### src/rtl/tank_plant_pkg.sv
// Shared constants and types for the tank plant model.
// These cover the default geometry, the sensor indices and the sensor FSM encoding.
package tank_plant_pkg;

  localparam int LEVEL_W_DEF    = 8;
  localparam int LEVEL_MAX_DEF  = 200;
  localparam int TH0_DEF        = 20;
  localparam int TH1_DEF        = 100;
  localparam int TH2_DEF        = 180;
  localparam int HYST_DEF       = 2;
  localparam int FILL_STEP_DEF  = 2;
  localparam int DRAIN_STEP_DEF = 1;
  localparam int TICK_DIV_DEF   = 4;

  localparam int SENS_LOW  = 0;
  localparam int SENS_HALF = 1;
  localparam int SENS_FULL = 2;
  localparam int NUM_SENS  = 3;

  typedef enum logic {
    OFF = 1'b0,
    ON  = 1'b1
  } sens_state_e;

  // A divider of 1 still needs a one-bit counter so the ports stay legal.
  function automatic int cnt_width(input int div);
    return (div > 1) ? $clog2(div) : 1;
  endfunction

endpackage

### src/rtl/level_sensor_hyst.sv
// Single level sensor with release hysteresis, evaluated on the registered level.
// force_i loads the raw threshold comparison directly and bypasses the hysteresis band.
module level_sensor_hyst
  import tank_plant_pkg::*;
#(
  parameter int LEVEL_W = LEVEL_W_DEF,
  parameter int TH      = TH1_DEF,
  parameter int HYST    = HYST_DEF
) (
  input  logic               clk,
  input  logic               reset,
  input  logic [LEVEL_W-1:0] level_i,
  input  logic               force_i,
  output logic               s_o
);

  localparam logic [LEVEL_W-1:0] TH_ON  = LEVEL_W'(TH);
  localparam logic [LEVEL_W-1:0] TH_OFF = LEVEL_W'(TH - HYST);

  sens_state_e state_q;

  // NOTE: state registers use non-blocking assignments only, so every
  // flop samples the pre-edge values and simulation matches hardware.
  always_ff @(posedge clk) begin
    if (reset) begin
      state_q <= OFF;
    end else if (force_i) begin
      state_q <= (level_i >= TH_ON) ? ON : OFF;
    end else if (state_q == OFF) begin
      if (level_i >= TH_ON) state_q <= ON;
    end else begin
      if (level_i < TH_OFF) state_q <= OFF;
    end
  end

  assign s_o = (state_q == ON);

endmodule

### src/rtl/tank_level_plant.sv
// Tank plant: tick divider, saturating level integrator, sticky over/underflow flags
// and three hysteretic level sensors feeding back to the pump controller.
module tank_level_plant
  import tank_plant_pkg::*;
#(
  parameter int LEVEL_W    = LEVEL_W_DEF,
  parameter int LEVEL_MAX  = LEVEL_MAX_DEF,
  parameter int TH0        = TH0_DEF,
  parameter int TH1        = TH1_DEF,
  parameter int TH2        = TH2_DEF,
  parameter int HYST       = HYST_DEF,
  parameter int FILL_STEP  = FILL_STEP_DEF,
  parameter int DRAIN_STEP = DRAIN_STEP_DEF,
  parameter int TICK_DIV   = TICK_DIV_DEF
) (
  input  logic               clk,
  input  logic               reset,
  input  logic               pump,
  input  logic               drain_en,
  input  logic               level_load,
  input  logic [LEVEL_W-1:0] level_init,
  input  logic               clr_flags,
  output logic               S0,
  output logic               S1,
  output logic               S2,
  output logic [LEVEL_W-1:0] level,
  output logic               tick,
  output logic               overflow,
  output logic               underflow
);

  localparam int CNT_W = cnt_width(TICK_DIV);
  localparam int SUM_W = LEVEL_W + 2;

  localparam logic [CNT_W-1:0]        CNT_LAST = CNT_W'(TICK_DIV - 1);
  localparam logic [CNT_W-1:0]        CNT_ONE  = CNT_W'(1);
  localparam logic [LEVEL_W-1:0]      MAX_L    = LEVEL_W'(LEVEL_MAX);
  localparam logic signed [SUM_W-1:0] MAX_S    = SUM_W'(LEVEL_MAX);
  localparam logic signed [SUM_W-1:0] FILL_S   = SUM_W'(FILL_STEP);
  localparam logic signed [SUM_W-1:0] DRAIN_S  = SUM_W'(DRAIN_STEP);

  logic [CNT_W-1:0]        tick_cnt_q, tick_cnt_d;
  logic [LEVEL_W-1:0]      level_q, level_d;
  logic                    overflow_q, overflow_d;
  logic                    underflow_q, underflow_d;
  logic                    load_q;
  logic signed [SUM_W-1:0] sum;
  logic                    ovf_set, unf_set;
  logic [NUM_SENS-1:0]     sens;

  assign tick = (tick_cnt_q == CNT_LAST);

  // NOTE: every always_comb output gets a default at the top, so no path
  // through the block can leave a variable unassigned and infer a latch.
  always_comb begin
    tick_cnt_d = tick ? '0 : tick_cnt_q + CNT_ONE;
    level_d    = level_q;
    ovf_set    = 1'b0;
    unf_set    = 1'b0;

    sum = $signed({2'b00, level_q});
    if (pump)     sum = sum + FILL_S;
    if (drain_en) sum = sum - DRAIN_S;

    if (level_load) begin
      // A load wins over a coincident tick and restarts the divider.
      tick_cnt_d = '0;
      level_d    = (level_init > MAX_L) ? MAX_L : level_init;
    end else if (tick) begin
      if (sum > MAX_S) begin
        level_d = MAX_L;
        ovf_set = 1'b1;
      end else if (sum[SUM_W-1]) begin
        level_d = '0;
        unf_set = 1'b1;
      end else begin
        level_d = sum[LEVEL_W-1:0];
      end
    end

    overflow_d  = ovf_set | (overflow_q & ~clr_flags);
    underflow_d = unf_set | (underflow_q & ~clr_flags);
  end

  always_ff @(posedge clk) begin
    if (reset) begin
      tick_cnt_q  <= '0;
      level_q     <= '0;
      overflow_q  <= 1'b0;
      underflow_q <= 1'b0;
      load_q      <= 1'b0;
    end else begin
      tick_cnt_q  <= tick_cnt_d;
      level_q     <= level_d;
      overflow_q  <= overflow_d;
      underflow_q <= underflow_d;
      load_q      <= level_load;
    end
  end

  level_sensor_hyst #(.LEVEL_W(LEVEL_W), .TH(TH0), .HYST(HYST)) u_sens_low (
    .clk     (clk),
    .reset   (reset),
    .level_i (level_q),
    .force_i (load_q),
    .s_o     (sens[SENS_LOW])
  );

  level_sensor_hyst #(.LEVEL_W(LEVEL_W), .TH(TH1), .HYST(HYST)) u_sens_half (
    .clk     (clk),
    .reset   (reset),
    .level_i (level_q),
    .force_i (load_q),
    .s_o     (sens[SENS_HALF])
  );

  level_sensor_hyst #(.LEVEL_W(LEVEL_W), .TH(TH2), .HYST(HYST)) u_sens_full (
    .clk     (clk),
    .reset   (reset),
    .level_i (level_q),
    .force_i (load_q),
    .s_o     (sens[SENS_FULL])
  );

  assign S0        = sens[SENS_LOW];
  assign S1        = sens[SENS_HALF];
  assign S2        = sens[SENS_FULL];
  assign level     = level_q;
  assign overflow  = overflow_q;
  assign underflow = underflow_q;

endmodule

### config.mk
export PLATFORM = sky130hd
export DESIGN_NAME = tank_level_plant
export DESIGN_NICKNAME = d
export VERILOG_FILES = /design/src/rtl/tank_plant_pkg.sv /design/src/rtl/level_sensor_hyst.sv /design/src/rtl/tank_level_plant.sv
export SDC_FILE = /design/constraint.sdc
export NUM_CORES = 1
export LEC_CHECK = 0
export CORE_MARGIN = 1.5
export CORE_UTILIZATION = 55
export DETAILED_ROUTE_END_ITERATION = 6
export GPL_TIMING_DRIVEN = 0
export PLACE_DENSITY = 0.86
export SLEW_MARGIN = 10
export SYNTH_ARGS = -nofsm -noshare
export SYNTH_HDL_FRONTEND = slang
export SYNTH_SLANG_ARGS = --single-unit
### constraint.sdc
create_clock -name clk -period 3.82 [get_ports clk]
set_input_delay 0.764 -clock clk [delete_from_list [all_inputs] [get_ports clk]]
set_output_delay 0.764 -clock clk [all_outputs]
set_load 0.1 [all_outputs]
# ---- After elaboration in Yosys (flattened, before gate mapping)
# Cells that the tools add are included.
dict set report word_totals {
  ff_bits 16
  elab_cells 53
}
dict set report op_classes {
  n_addsub 3
  magnitude_cmp 8
  eq_ne 1
  muxes 26
  bitwise 5
  n_reduce_logical 2
}
# operator n
set ops {}
lappend ops {{2-to-1 mux 8 bit} 5}
lappend ops {{2-to-1 mux 1 bit} 19}
lappend ops {{greater-than comparator 10 x 9 -> 1 bit, second input constant} 1}
lappend ops {{2-to-1 mux 10 bit} 1}
lappend ops {{subtractor 10 x 2 -> 10 bit, second input constant} 1}
lappend ops {{adder 8 x 2 -> 9 bit, second input constant} 1}
lappend ops {{2-to-1 mux 9 bit} 1}
lappend ops {{>= comparator 8 x 5 -> 1 bit, second input constant} 1}
lappend ops {{>= comparator 8 x 7 -> 1 bit, second input constant} 1}
lappend ops {{>= comparator 8 bit, second input constant} 1}
lappend ops {{greater-than comparator 8 bit, second input constant} 1}
lappend ops {{less-than comparator 8 x 5 -> 1 bit, second input constant} 1}
lappend ops {{less-than comparator 8 x 7 -> 1 bit, second input constant} 1}
lappend ops {{less-than comparator 8 bit, second input constant} 1}
lappend ops {{OR reduction 3 bit} 1}
lappend ops {{adder 2 x 1 -> 2 bit, second input constant} 1}
lappend ops {{AND 1 bit} 2}
lappend ops {{== test 2 bit, second input constant} 1}
lappend ops {{bitwise OR 1 bit} 2}
lappend ops {{nonzero test 2 bit} 1}
lappend ops {{inverter 1 bit} 1}

# ---- Logic depth before layout (Yosys ltp)
# Gate-level depths: netlist of the first run.
dict set report depth {
  word_depth 9
  mapped_depth 9
  ltp_nobuf 8
}

# ---- Hierarchy
# From an unflattened synthesis of the first run, not the netlist that was laid out.
dict set report unflattened {
  cells_unflattened 193
  hier_area_um2 1467.7
}
# mod n_inst cells_each area_each_um2 seq_area_each_um2
set by_module_without_submodules {}
lappend by_module_without_submodules {tank_level_plant 1 177 1301.2 260.2}
lappend by_module_without_submodules {{level_sensor_hyst at u_sens_full} 1 6 68.8 20.0}
lappend by_module_without_submodules {{level_sensor_hyst at u_sens_low} 1 5 51.3 20.0}
lappend by_module_without_submodules {{level_sensor_hyst at u_sens_half} 1 5 46.3 20.0}

# ---- Least setup slack after synthesis of the first run
# No wires, ideal clock.
dict set report synth_path {
  kind {reg2reg}
  from {register level_q[2] (netlist: level[2])}
  to {register level_q[2] (netlist: level[2])}
  arrival_ns 2.867
  slack_ns 0.836
  path_stages_with_launch 8
  path_buffers 0
  path_cell_list {dfxtp_1 > ha_1 > or4b_1 > a31oi_2 > nand3_1 > xnor2_2 > nand4b_1 > a32o_1}
}
dict set report synth_between {
  elab_chain_cells 8
  word_cells_on_any_way 9
}
# element line
set synth_rtl {}
lappend synth_rtl {{start: declaration} tank_level_plant.sv:43} ;# logic [LEVEL_W-1:0] level_q, level_d;
lappend synth_rtl {{start signal: assignment} tank_level_plant.sv:94} ;# level_q <= level_d;
lappend synth_rtl {{adder 8 x 2 -> 9 bit} tank_level_plant.sv:62} ;# if (pump) sum = sum + FILL_S;
lappend synth_rtl {{2-to-1 mux 9 bit (*)} tank_level_plant.sv:62}
lappend synth_rtl {{subtractor 10 x 2 -> 10 bit} tank_level_plant.sv:63} ;# if (drain_en) sum = sum - DRAIN_S;
lappend synth_rtl {{2-to-1 mux 10 bit (*)} tank_level_plant.sv:63}
lappend synth_rtl {{greater-than comparator 10 x 9 -> 1 bit / 2-to-1 mux 8 bit (equally long branches)} {tank_level_plant.sv:70, tank_level_plant.sv:73}}
lappend synth_rtl {{2-to-1 mux 8 bit (*)} tank_level_plant.sv:70} ;# if (sum > MAX_S) begin
lappend synth_rtl {{2-to-1 mux 8 bit (*)} tank_level_plant.sv:69} ;# end else if (tick) begin
lappend synth_rtl {{2-to-1 mux 8 bit (*)} tank_level_plant.sv:65} ;# if (level_load) begin
# Every way passes the cells marked *; elsewhere a longest branch is shown, timed or not. The select of a mux whose other input is x is not followed.
# A chain may end at the register's enable or synchronous reset.

# ---- Worst setup path in the final report of the first run
dict set report layout_path {
  from {input port pump}
  to {register level_q[2] (netlist: level[2])}
}
dict set report layout_between {
  elab_chain_cells 7
  word_cells_on_any_way 8
}
# element line
set layout_rtl {}
lappend layout_rtl {{start: declaration} tank_level_plant.sv:18} ;# input logic pump,
lappend layout_rtl {{2-to-1 mux 9 bit (*)} tank_level_plant.sv:62}
lappend layout_rtl {{subtractor 10 x 2 -> 10 bit} tank_level_plant.sv:63}
lappend layout_rtl {{2-to-1 mux 10 bit (*)} tank_level_plant.sv:63}
lappend layout_rtl {{greater-than comparator 10 x 9 -> 1 bit / 2-to-1 mux 8 bit (equally long branches)} {tank_level_plant.sv:70, tank_level_plant.sv:73}}
lappend layout_rtl {{2-to-1 mux 8 bit (*)} tank_level_plant.sv:70}
lappend layout_rtl {{2-to-1 mux 8 bit (*)} tank_level_plant.sv:69}
lappend layout_rtl {{2-to-1 mux 8 bit (*)} tank_level_plant.sv:65}
# Marked as above.

==> key figures, run 1 <==
Synthesis
  – Post-synthesis register bit count: 16
  – Distinct cells, synth: between 50 and 60
  – Number of flops mapped to enable cells by yosys: 0
  – Ys flop type: dfxtp_1
  – Cells after synthesis: ~170
  – Synth Net Count: 185
  – YS warnings: 0
  – Area contributors post-synth: dfxtp_1 24%, nor2_1 4.5%, nand2_1 3.9%
  – Yosys top cell by area: dfxtp_1
  – FFs w/ async S/R, synth: 0%
  – Synthesized cell area: between 1000 and 1500 um2
  – Register area share after synthesis: a little under a quarter
  – Avg Cell Area, Syn: approximately 8 um2
  – Share of the synthesized area in the top cell type: a little under a quarter

Global route
  – Largest net degree at the start of global routing: 11
  – First-pass GRT wire length: around 6.4 mm
  – Gr ovfl total: 0
  – GRT Total Usage: 32.5%
  – Vias in the first global route: 1420
  – Initial antenna violation count: 0

Finish
  – Layout cells sized above 1: 10.7%
  – Multi-input gate area: between 900 and 1000 um2
  – Ant. Diodes: 0
  – Nets: 215
  – Seq. cell area: roughly 320 um2
  – Synth-to-Final Area Change: 24.0%
  – Number of fillers in the final layout: between 150 and 200

Detailed routing
  – Residual DRC: 0
  – Initial DRC count: 77
  – Vias post-DR: 1498
  – Antenna viol nets, final: 0
  – Drt wl/cell: around 18 um
  – Detailed Routing Iterations Pass 1: 5
  – Routed WL: between 3 and 4 mm
  – Avg Vias per Cell: 6.66

Floorplanning
  – Core ar.: roughly 2300 um2
  – DIE AREA: about 2700 um2
  – Die Ht: 52.4 um
  – Row count: 17
  – Die width: 52.4 um
  – Initial Util: 59.4%
  – Num ports: 28

Flow run
  – Maxcap violations: 0

Power
  – Maximum VDD drop: 0.286 mV
  – PwrDens: roughly 340 nW/um2
  – P_leak: ~0.62 nW
  – Total power: ~0.56 mW

Worst hold path
  – Hold Crit Class: flip-flop to flip-flop

Worst setup path
  – Crit end category: flip-flop
  – CP Launch Type: input port
  – WS Path Type: input port to flip-flop
  – Arr. time, crit path: roughly 3200 ps
  – Required @ worst endpoint: ~4000 ps
  – Max FO, Critical Path: 10

STA
  – Peak Freq: around 330 MHz
  – Rel. slew slack: between 30% and 40%
  – Crit path time final: around 3000 ps
  – Setup violations, final: 0
  – Final hold violation count: 0
  – Fin crit share: between 70% and 80%
  – Worst Skew: between 3 and 4 ps
  – Actual slew at the worst max-slew pin: just under 1000 ps
  – Max Slew Vio Count: 0
  – WHS: around 440 ps
  – RSZ-0062 raised after global routing: no
  – TNS Setup: 0 ps

Place
  – GPL Wtd Cong: 0.880
  – Input/output buffers: 25
  – Dpl hpwl: between 2 and 3 mm

CTS
  – CTS H-tree lvls: 1
  – Clock net sink count: 16
  – # Post-CTS Setup Buffers: 0
  – Post-cts repair resize count: 0
  – Clock-pin slew on the worst setup and hold paths: 100 ps
  – Clk root buf: clkbuf_4
  – CTS buffer count: 3
  – Hold Buf Count CTS: 0
  – Deepest clock path buffer count: 2
  – CTS tree: built
  – Clk_lat worst skew: between 200 and 300 ps

Outcome
  – Status: finished, final reports clean
==> synthesized netlist by cell type, drive strengths merged, types with 2 or more instances <==
master	number
o22ai	3
and3	2
and4	2
a22oi	3
nor3	2
and2	2
inv	3
nand4	6
ha	3
a31oi	3
a2bb2oi	2
o21bai	2
xor2	3
a311oi	2
nor3b	3
and4b	2
buf	6
nand2b	6
dfxtp	16
nor2	16
nand4b	4
nand2	14
mux2i	3
nand3	5
clkbuf	6
o21ai	5
a21oi	9
nor2b	6
a211oi	3
or3	4
xnor2	6
a211o	2
==> cell usage in the layout (no fill, tap or decap), types with 5 or more instances in the layout <==
| cell | synthesis | layout |
|---|---|---|
| nand2b_1 | 6 | 6 |
| dfxtp_1 | 16 | 16 |
| nor2b_1 | 6 | 6 |
| clkdlybuf4s50_1 | 0 | 25 |
| nand4_1 | 5 | 5 |
| nand3_1 | 5 | 5 |
| nor2_1 | 16 | 16 |
| nand2_1 | 14 | 14 |
| clkbuf_1 | 5 | 5 |
| o21ai_0 | 5 | 5 |
| a21oi_1 | 8 | 8 |
| xnor2_1 | 5 | 5 |
==> critical path, cell delays in order <==
cell	delay (ps)
clkdlybuf4s50_1	570
buf_2	260
xnor2_1	180
ha_1	230
inv_1	60
a31oi_2	220
nand3_1	160
xnor2_2	250
nand4b_1	220
a32o_1	290
==> area by class of cell <==
type,instances,share of cell area [%]
plain buffers,12,3.77
repair buffers,25,15.1
multi-input cells,137,56.9
flip-flops and latches,16,19.3
inverters,3,0.678
well taps,28,2.11
clock buffers,4,2.18
==> report_power, final <==
group          leakage [nW]  switching, mW  internal, mW
combinational         0.472          0.170        0.0914
sequential            0.131         0.0110         0.177
clock                0.0210         0.0557        0.0581
total                 0.624          0.237         0.327
==> registers in the layout, indices dropped and copies added, names as in the netlist <==
signal           count
level                8
underflow            1
u_sens_full.s_o      1
u_sens_low.s_o       1
load_q               1
tick_cnt_q           2
overflow             1
u_sens_half.s_o      1
==> layer usage <==
metal  part of all wire (%)  track usage, %  wire length, um
met5                      0               0                0
met4                    3.6            17.9              144
met3                    9.7            5.71              388
met2                     48            52.7             1910
met1                     39            40.3             1540
==> per-stage QoR <==
step / instances / setup WS, ps / area, um2 / utilization (%)
2_1_floorplan: 168 / 836 / 1340 / -
3_3_place_gp: 221 / 568 / 1630 / 72.1
3_5_place_dp: 221 / 521 / 1630 / 72.1
4_1_cts: 225 / 821 / 1660 / 73.7
5_1_grt: 225 / 671 / 1660 / 73.7
6_report: 225 / 790 / 1660 / 73.7
==> cells by family after synthesis <==
logic type / share of synthesized area (%)
muxes: 2.24
AOI/OAI and AO/OA: 25.3
DFF: 23.9
buffers and inverters: 5.51
xor gates and xnor gates: 6.44
and+or+nand+nor: 33.8
adders and majority gates: 2.80
==> worst paths after layout <==
| kind | slack (ps) | depth (start not counted) | end | startpoint |
|---|---|---|---|---|
| max | 790 | 10 | level[2] | pump |
| min | 440 | 1 | tick_cnt_q[0] | tick_cnt_q[0] |
| max reg2reg | 1280 | 7 | level[2] | level[1] |
| min reg2reg | 440 | 1 | tick_cnt_q[0] | tick_cnt_q[0] |
Power figures use the tool's default switching activity.
==> inputs of run 2 (changes only) <==
CORE_UTILIZATION = 46   (was 55)
PLACE_DENSITY = 0.77   (was 0.86)
clock period = 2.6 ns   (was 3.82 ns; I/O delays follow)
==> key figures, run 2 (same netlist as run 1, synthesis figures left out) <==
CTS
  – Clock net sink count: 16
  – Clock-pin slew on the worst setup and hold paths: 100 ps
  – Clk root buf: clkbuf_4
  – Hold Buf Count CTS: 0
  – Clk_lat worst skew: approximately 300 ps
  – Deepest clock path buffer count: 2
  – CTS H-tree lvls: 1
  – CTS tree: built
  – CTS buffer count: 3

Detailed routing
  – Drt wl/cell: 16.1 um
  – Antenna viol nets, final: 0
  – Detailed Routing Iterations Pass 1: 4
  – Routed WL: around 3.7 mm
  – Avg Vias per Cell: 6.20
  – Initial DRC count: 63
  – Vias post-DR: ~1400
  – Residual DRC: 0

Worst setup path
  – CP max-delay cell: clkdlybuf4s50_1
  – Worst-path cell chain: clkdlybuf4s50_1
  – Critical path buffers and inverters: 1
  – Required @ worst endpoint: between 2000 and 2500 ps
  – Arr. time, crit path: a little under 2000 ps
  – CP Launch Type: flip-flop
  – Max FO, Critical Path: 7
  – Crit end category: output port
  – Worst path max stage delay: 1190 ps
  – WS Path Type: flip-flop to output port
  – Critical path's top delay family: buffers and inverters

Place
  – Input/output buffers: 25
  – GPL Wtd Cong: a little under 1
  – Dpl hpwl: 2.79 mm
  – Area post-placement: roughly 1600 um2

Finish
  – Largest register FFs: 8
  – Layout Utilization: between 60% and 70%
  – Finished Cell Area: around 1700 um2
  – Leading cell type in the layout, fill and taps excluded: clkdlybuf4s50_1
  – Nets: roughly 220
  – Ant. Diodes: 0
  – Most frequent cells in the layout: 23 x clkdlybuf4s50_1, 16 x nor2_1, 14 x nand2_1, 11 x dfxtp_1, 8 x a21oi_1
  – Layout cells sized above 1: between 10% and 20%
  – Number of fillers in the final layout: approximately 260
  – Synth-to-Final Area Change: 28.9%

Power
  – P_leak: between 0.6 and 0.7 nW
  – PwrDens: 495 nW/um2
  – Maximum VDD drop: between 0.4 and 0.5 mV

Global route
  – GRT Total Usage: 22.8%
  – First-pass GRT wire length: approximately 5.9 mm
  – Vias in the first global route: ~1300
  – Initial antenna violation count: 0
  – Largest net degree at the start of global routing: 11
  – Gr ovfl total: 0

Floorplanning
  – Core ar.: 2760 um2
  – Die width: 57.0 um
  – Die Ht: between 50 and 60 um
  – DIE AREA: between 3000 and 4000 um2
  – Initial Util: 48.6%
  – Num ports: 28
  – Row count: 19

STA
  – RSZ-0062 raised after global routing: no
  – Rel. slew slack: 34.5%
  – Worst Skew: roughly 12 ps
  – Setup violations, final: 0
  – Peak Freq: 401 MHz
  – Crit path time final: roughly 2500 ps
  – Fin crit share: 95.9%
  – Max Slew Vio Count: 0
  – Final hold violation count: 0
  – Actual slew at the worst max-slew pin: about 1000 ps

Outcome
  – Status: finished, final reports clean

Flow run
  – Maxcap violations: 0

Worst hold path
  – Hold Crit Class: flip-flop to flip-flop
==> run 2: changes by cell type in the layout (fill, tap and decap cells not counted), moves of 2 or more <==
cell / before / now
dfxtp_2: 0 / 3
clkdlybuf4s50_1: 25 / 23
dfxtp_1: 16 / 11
dfxtp_4: 0 / 2
buf_4: 1 / 4
==> run 2: metrics by stage <==
stage	power (mW)	setup slack, ps	hold WS [ps]	setup TNS, ps	cells
finish	0.856	108	431	0	230
global route	0.890	35.8	446	0	230
CTS	0.835	2.87	437	0	229
detailed placement	0.658	-496	423	-3280	224
global placement	0.652	-436	417	-2820	224
floorplan	0.567	85.5	408	0	168
==> run 2: per-layer routing <==
layer	track usage [%]	part of all wire [%]	wire [um]
met1	30.5	45	1670
met2	38.1	47	1760
met3	2.27	5.1	188
met4	8.64	2.3	87
met5	0	0	0
==> run 2: cell type report <==
cell class	count	area (um2)	share of cell area [%]
repair buffers	27	267	15.4
multi-input cells	137	978	56.6
plain buffers	12	65.1	3.77
flip-flops and latches	16	332	19.2
well taps	31	38.8	2.24
clock buffers	4	36.3	2.10
inverters	3	11.3	0.652
==> run 2: worst paths after layout <==
path,cells past startpoint,endpoint,from,slack (ps)
min,1,tick_cnt_q[0],tick_cnt_q[0],430
max,1,level[0],level[0],110
min reg2reg,1,tick_cnt_q[0],tick_cnt_q[0],430
max reg2reg,8,level[2],level[1],200
==> run 2: timing repair <==
| action | CTS | global route |
|---|---|---|
| setup buffers | 1 | 1 |
| setup endpoints to repair | 7 | 6 |
| resized for setup | 3 | 4 |
| pin swaps | 2 | 4 |
==> run 2: power by group <==
part           switching (mW)  internal [mW]  total (mW)
clock                  0.0857         0.0854       0.171
combinational           0.255          0.150       0.405
sequential             0.0166          0.262       0.279
==> inputs of run 3 (changes only) <==
SKIP_CTS_REPAIR_TIMING = 1   (was not set)
==> key figures, run 3 (same netlist as run 1, synthesis figures left out) <==
Outcome
  – Status: finished, final reports clean

Global route
  – Vias in the first global route: roughly 1300
  – GRT Total Usage: around 23%
  – Initial antenna violation count: 0
  – Gr ovfl total: 0
  – First-pass GRT wire length: between 5 and 6 mm
  – Largest net degree at the start of global routing: 11

Floorplanning
  – Die width: about 57 um
  – Initial Util: 48.6%
  – Die Ht: between 50 and 60 um
  – DIE AREA: approximately 3200 um2
  – Num ports: 28
  – Core ar.: about 2800 um2
  – Row count: 19

Worst setup path
  – Worst path max stage delay: 1190 ps
  – CP max-delay cell: clkdlybuf4s50_1
  – Max FO, Critical Path: 7
  – Crit end category: output port
  – WS Path Type: flip-flop to output port
  – CP Launch Type: flip-flop
  – Critical path buffers and inverters: 1
  – Arr. time, crit path: 1970 ps
  – Worst-path cell chain: clkdlybuf4s50_1
  – Critical path's top delay family: buffers and inverters
  – Required @ worst endpoint: around 2100 ps

Place
  – Input/output buffers: 25
  – GPL Wtd Cong: ~0.97
  – Area post-placement: roughly 1600 um2
  – Placed Instances: 224
  – Post-place setup slack: -496 ps
  – Dpl hpwl: about 2.8 mm

CTS
  – Clk_lat worst skew: approximately 300 ps
  – Clk root buf: clkbuf_4
  – Clock net sink count: 16
  – CTS H-tree lvls: 1
  – Clock-pin slew on the worst setup and hold paths: roughly 100 ps
  – CTS tree: built
  – CTS buffer count: 3
  – Deepest clock path buffer count: 2

STA
  – Final hold violation count: 0
  – WHS: 431 ps
  – Worst Skew: ~8.4 ps
  – Setup violations, final: 0
  – Peak Freq: 401 MHz
  – Max Slew Vio Count: 0
  – Crit path time final: approximately 2500 ps
  – RSZ-0062 raised after global routing: no
  – Worst setup margin: roughly 110 ps
  – Rel. slew slack: ~35%
  – TNS Setup: 0 ps
  – Fin crit share: a little over nine tenths
  – Actual slew at the worst max-slew pin: between 900 and 1000 ps

Finish
  – Layout cells sized above 1: 15.5%
  – Number of fillers in the final layout: approximately 270
  – Finished Cell Area: around 1700 um2
  – Nets: approximately 220
  – Leading cell type in the layout, fill and taps excluded: clkdlybuf4s50_1
  – Largest register FFs: 8
  – Ant. Diodes: 0
  – Synth-to-Final Area Change: 29.2%
  – Non-Filler Instances: 231
  – Layout Utilization: 62.8%
  – Most frequent cells in the layout: 23 x clkdlybuf4s50_1, 16 x nor2_1, 14 x nand2_1, 11 x dfxtp_1, 8 x a21oi_1

Power
  – P_leak: around 0.67 nW
  – Total power: between 0.8 and 0.9 mW
  – PwrDens: roughly 490 nW/um2
  – Maximum VDD drop: between 0.4 and 0.5 mV

Detailed routing
  – Routed WL: between 3 and 4 mm
  – Detailed Routing Iterations Pass 1: 4
  – Avg Vias per Cell: slightly above 6
  – Antenna viol nets, final: 0
  – Residual DRC: 0
  – Drt wl/cell: around 16 um
  – Initial DRC count: between 70 and 80
  – Vias post-DR: 1433

Worst hold path
  – Hold Crit Class: flip-flop to flip-flop

Flow run
  – Maxcap violations: 0
run 3: changes by cell type in the layout (fill, tap and decap cells not counted), sizes merged:
cell,before,now
dlymetal6s2s,1,2
dlygate4sd2,1,0
buf,8,9
run 3: final cells by class:
class | count | area (um2) | share of cell area [%]
inverters | 3 | 11.3 | 0.650
plain buffers | 12 | 65.1 | 3.76
flip-flops and latches | 16 | 332 | 19.1
multi-input cells | 137 | 971 | 56.1
well taps | 31 | 38.8 | 2.24
repair buffers | 28 | 278 | 16.0
clock buffers | 4 | 36.3 | 2.10
run 3: per-layer routing:
metal / GRT usage [%] / up-vias / share of wire [%]
li1: - / 696 / -
met1: 30.5 / 678 / 43
met2: 37.9 / 55 / 49
met3: 2.27 / 4 / 6.2
met4: 8.64 / 0 / 1.6
met5: 0 / - / 0
run 3: power breakdown:
| group | total [mW] | switching (mW) | internal, mW |
|---|---|---|---|
| Combinational | 0.407 | 0.255 | 0.152 |
| Sequential | 0.279 | 0.0165 | 0.262 |
| Clock | 0.168 | 0.0829 | 0.0854 |
run 3: final timing paths:
| kind | from | endpoint | slack, ps | cells past startpoint |
|---|---|---|---|---|
| max | level[0] | level[0] | 110 | 1 |
| min | tick_cnt_q[0] | tick_cnt_q[0] | 430 | 1 |
| max reg2reg | level[1] | level[2] | 190 | 7 |
| min reg2reg | tick_cnt_q[0] | tick_cnt_q[0] | 430 | 1 |
